File: config.mk
export PLATFORM = sky130hd
export DESIGN_NAME = ball_motion_ctrl
export DESIGN_NICKNAME = d
export VERILOG_FILES = /design/src/rtl/ball_motion_ctrl.sv
export SDC_FILE = /design/constraint.sdc
export NUM_CORES = 1
export LEC_CHECK = 0
export ABC_AREA = 0
export BUFFER_PORTS_ARGS = -buffer_cell sky130_fd_sc_hd__clkbuf_2
export CAP_MARGIN = 20
export CORE_UTILIZATION = 62
export CTS_BUF_LIST = sky130_fd_sc_hd__clkbuf_16
export CTS_CLUSTER_DIAMETER = 30
export DETAILED_ROUTE_END_ITERATION = 8
export PLACE_DENSITY = 0.89
export SKIP_CTS_REPAIR_TIMING = 1
export SLEW_MARGIN = 5
export SYNTH_ARGS = -nofsm -noshare
export SYNTH_HDL_FRONTEND = slang
export SYNTH_SLANG_ARGS = --single-unit
export TNS_END_PERCENT = 50
File: constraint.sdc
create_clock -name clk -period 5.05 [get_ports clk]
set_input_delay 0.7575 -clock clk [delete_from_list [all_inputs] [get_ports clk]]
set_output_delay 0.7575 -clock clk [all_outputs]
set_load 0.05 [all_outputs]
File: src/rtl/ball_motion_ctrl.sv
// Ball position sequencer for the 640x480 renderer: steps the ball once per frame,
// reflects it off the screen edges, and reports bounces to the score/sound logic.
module ball_motion_ctrl #(
   parameter int BALL_RADIUS = 8,
   parameter int H_ACTIVE    = 640,
   parameter int V_ACTIVE    = 480,
   parameter int X_INIT      = 320,
   parameter int Y_INIT      = 240,
   parameter int SPEED       = 2
) (
   input  logic       clk,
   input  logic       rst,
   input  logic       frame_tick,
   input  logic       launch,
   input  logic       pause,
   output logic [9:0] x_pos,
   output logic [9:0] y_pos,
   output logic       dir_x,
   output logic       dir_y,
   output logic       moving,
   output logic       bounce,
   output logic [7:0] bounce_count
);

   localparam logic [10:0] XMIN = 11'(BALL_RADIUS);
   localparam logic [10:0] XMAX = 11'(H_ACTIVE - 1 - BALL_RADIUS);
   localparam logic [10:0] YMIN = 11'(BALL_RADIUS);
   localparam logic [10:0] YMAX = 11'(V_ACTIVE - 1 - BALL_RADIUS);
   localparam logic [10:0] SPD  = 11'(SPEED);

   typedef enum logic [1:0] {IDLE, MOVE, PAUSED} state_t;

   typedef struct packed {
      logic [9:0] pos;
      logic       dir;
      logic       hit;
   } axisStep_t;

   state_t    state, nextState;
   logic      doUpdate;
   axisStep_t stepX, stepY;
   logic      edgeHit;

   // One axis advance; the 11-bit compare keeps pos+SPEED from wrapping near the limits.
   function automatic axisStep_t stepAxis(input logic [9:0] pos, input logic dir,
                                          input logic [10:0] lo, input logic [10:0] hi);
      logic [10:0] wide;
      axisStep_t   r;
      wide = {1'b0, pos};
      r    = '{pos: pos, dir: dir, hit: 1'b0};
      if (dir) begin
         if (wide + SPD >= hi) r = '{pos: hi[9:0], dir: 1'b0, hit: 1'b1};
         else                  r.pos = 10'(wide + SPD);
      end else begin
         if (wide <= lo + SPD) r = '{pos: lo[9:0], dir: 1'b1, hit: 1'b1};
         else                  r.pos = 10'(wide - SPD);
      end
      return r;
   endfunction

   always_comb begin
      // NOTE: every always_comb output gets a default first so no path infers a latch.
      nextState = state;
      doUpdate  = 1'b0;
      case (state)
         IDLE:    if (launch) nextState = MOVE;
         MOVE: begin
            if (pause)           nextState = PAUSED;
            else if (frame_tick) doUpdate  = 1'b1;
         end
         PAUSED:  if (!pause) nextState = MOVE;
         default: nextState = IDLE;
      endcase
   end

   always_comb begin
      stepX   = stepAxis(x_pos, dir_x, XMIN, XMAX);
      stepY   = stepAxis(y_pos, dir_y, YMIN, YMAX);
      edgeHit = stepX.hit | stepY.hit;
   end

   // NOTE: sequential state uses non-blocking assignments so all registers update together.
   always_ff @(posedge clk) begin
      if (rst) begin
         state        <= IDLE;
         x_pos        <= 10'(X_INIT);
         y_pos        <= 10'(Y_INIT);
         dir_x        <= 1'b1;
         dir_y        <= 1'b1;
         bounce       <= 1'b0;
         bounce_count <= 8'd0;
      end else begin
         state  <= nextState;
         bounce <= doUpdate & edgeHit;
         if (doUpdate) begin
            x_pos <= stepX.pos;
            dir_x <= stepX.dir;
            y_pos <= stepY.pos;
            dir_y <= stepY.dir;
         end
         // A corner hit counts once: both axes feed the single edgeHit term.
         if (state == IDLE && launch)
            bounce_count <= 8'd0;
         else if (doUpdate && edgeHit && bounce_count != 8'hFF)
            bounce_count <= bounce_count + 8'd1;
      end
   end

   assign moving = (state == MOVE);

endmodule

==> flow_metrics.py <==
metrics = {
    "die": {
        "initial_core_util_pct": 66.28,
        "rows": 22,
        "core-area_sq_mm": 0.003744,
        "die_x_um": 65.26,
        "die_h_um": 65.26,
        "dieArea_sq_mm": 0.004259,
        "pin_count": 37,
    },
    "timing": {
        "hold_viol_final": 0,
        "tns_ns": 0,
        "finalClockSkew_ns": 0.002235,
        "fin_crit_sh_pct": 58.97,
        "period_minus_slack_ns": 2.978,
        "worst_slew_pin_slew_ns": 0.7744,
        "whs_ns": 0.5035,
        "rsz0062_at_grt": "no",
        "final_max_slew_viol_count": 0,
        "fmax_mhz": 335.8,
        "finalSetupViolCount": 0,
        "slew_headroom_pct": 48.23,
    },
    "logic_synthesis": {
        "ys_top_cells_by_area": "dfxtp_1 27%, o21ai_0 6.1%, a21oi_1 5.8%",
        "synth_fp_nets": 345,
        "ys_warn_count": 0,
        "synthFlopType": "dfxtp_1",
        "yosysMostFrequentCell": "dfxtp_1",
        "synth_area_sq_mm": 0.002481,
        "synth_area_leader_cell": "dfxtp_1",
        "async_flop_share_pct": 0,
        "synth-seq-cells": 33,
        "syn_avg_cell_area_sq_um": 7.451,
        "synth_top_cell_area_share_pct": 26.63,
        "synthTopCellsByCount": "33 x dfxtp_1, 32 x nand2_1, 30 x o21ai_0",
        "syn_inst": 333,
        "synth_edf_count": 0,
        "yosysUniqueCellTypes": 63,
        "ys_seq_area_share_pct": 26.63,
    },
    "route": {
        "drt-initial-drc-count": 304,
        "vias": 2524,
        "post_drt_wl_per_cell_um": 15.39,
        "detail_route.vias_per_cell": 6.342,
        "drt-pass1-iter-count": 8,
        "wirelength_mm": 6.126,
        "drc": 0,
        "ant_nets": 0,
    },
    "critical_path": {
        "worst-path-max-fanout": 12,
        "path_buf_inv": 1,
        "critPathSlowestCell": "dfxtp_1",
        "crit_path_start_kind": "flop",
        "critPathKind": "reg -> reg",
        "end_kind": "flop",
        "cp_cell_sequence": "inv_1 -> ha_1 -> and3b_1 -> o311ai_1 -> o41ai_1 -> o211ai_1 -> nand2_2 -> a32o_1 -> a41oi_1 -> a211oi_1",
        "cp.arrival_ns": 3.11,
        "max_stage_delay_ns": 0.52,
        "r2r_setup_slack_ns": 2.07,
        "crit_family": "compound AO/OA/AOI/OAI gates",
        "critPathRequiredTime_ns": 5.18,
    },
    "clock_network": {
        "clockRootBuffer": "clkbuf_16",
        "clkLatencyLatePin_ns": 0.27,
        "cts.path.max_buffers": 2,
        "cts.sinks": 33,
        "h-tree-depth": 2,
        "clk_pin_slew_ns": 0.05,
        "numCtsBuffers": 5,
        "tritoncts": "done",
    },
    "final_layout": {
        "diodes": 0,
        "register_area_sq_um": 660.6,
        "fin_cells": 398,
        "multiInputGateArea_sq_mm": 0.001629,
        "drive_gt1_share_pct": 15.71,
        "layout.nets": 361,
        "nFillCells": 325,
        "final_util_pct": 72.59,
        "syn_to_final_growth_pct": 9.531,
    },
    "pwr": {
        "leakage_nw": 1.103,
        "vdd_drop_max_v": 0.0002084,
        "pwr-share-clk_pct": 46.6,
        "seq_power_share_pct": 45.1,
        "switching_share_pct": 24.29,
        "internal_power_mw": 0.4578,
        "power_switching_mw": 0.1469,
        "power_density_mw_per_mm2": 222.5,
        "pwr-share-comb_pct": 8.3,
    },
    "global_route": {
        "grt_max_degree": 22,
        "grt-ovfl-total": 0,
        "grt_pass1_vias": 2204,
        "grt_usage_pct": 31.28,
        "antenna_found_initial": 0,
        "grt_pass1_wl_mm": 10.38,
    },
    "placement": {
        "dpl.cell_count": 390,
        "gp_congestion": 0.9414,
        "io_buffers": 36,
        "dpl.hpwl_mm": 4.228,
    },
    "outcome": {
        "status": "completed",
    },
    "run": {
        "cap_violations": 0,
    },
    "min_path": {
        "min_path_type": "reg -> reg",
    },
}
==> power by group through the flow <==
stage | Combinational [mW] | Clock, mW | Sequential, mW
after CTS | 0.0496 | 0.284 | 0.273
after global placement | 0.0483 | 0 | 0.278
after global routing | 0.0544 | 0.298 | 0.274
after floorplan | 0.0370 | 0 | 0.280
after detailed placement | 0.0491 | 0 | 0.278
final | 0.0501 | 0.282 | 0.273
==> worst min-delay path: cells and delay by family, from the launching register on <==
family           cells  cell delay, ns
flip-flops           1            0.34
multiplexers         1            0.06
AND/OR/NAND/NOR      1            0.06
==> layout make-up <==
cell class,count,area share (%)
clock buffers,5,4.604
inverters,13,1.796
well taps,48,2.210
flip-flops and latches,33,24.31
repair buffers,36,6.630
multi-input cells,260,59.94
clock inverters,3,0.5064
==> routing by layer <==
metal	wire [um]	track usage [%]	share of wire [%]
met1	2703	39.81	44
met2	2924	51.93	48
met3	391	5.208	6.4
met4	106	13.04	1.7
met5	0	0	0
==> stage by stage <==
step | worst slack (ns) | total power, mW | cell area (sq um)
after floorplan | 2.147 | 0.3167 | 2481
final | 2.072 | 0.6047 | 2718
after detailed placement | 1.986 | 0.3270 | 2579
after global routing | 1.853 | 0.6256 | 2718
after CTS | 2.099 | 0.6057 | 2718
after global placement | 2.107 | 0.3260 | 2579
==> flip-flops by register name, summed over array words and instances, names as in the netlist <==
register      cells
bounce_count      8
dir_x             1
state             2
y_pos            10
bounce            1
x_pos            10
dir_y             1
==> logic make-up (layout without fill, tap and decap cells) <==
logic type                 after synthesis  after routing  share of synthesized area [%]
adders and majority gates                7              7                          3.530
DFF                                     33             33                          26.63
muxes                                    3              3                          1.210
AOI/OAI and AO/OA                      106            106                          27.79
buffers and inverters                   40             57                          7.715
xor gates and xnor gates                15             15                          5.295
and+or+nand+nor                        129            129                          27.84
==> placed cells by master, fill, tap and decap left out, types with 3 or more instances in the layout <==
master,instances
mux2i_1,3
a21o_1,3
dfxtp_1,33
clkbuf_2,36
xnor2_1,8
nor3b_1,3
nor4_1,3
a31oi_1,5
and2_1,4
nor2_1,25
a21oi_1,29
nand3_1,15
and3_1,7
clkbuf_16,5
inv_1,14
nand4_1,5
o221ai_1,3
o21ai_0,30
nand2_1,32
or3_1,3
xor2_1,7
nor3_1,9
o211a_1,3
nor2b_1,4
ha_1,7
o211ai_1,5
==> worst paths after layout <==
path	to	cells past startpoint	from
setup / recovery	bounce_count[6]	10	x_pos[1]
hold reg to reg	bounce_count[7]	2	bounce_count[7]
hold / removal	bounce_count[7]	2	bounce_count[7]
setup reg to reg	bounce_count[6]	10	x_pos[1]
Note: power is estimated with default switching activity, not from simulation.
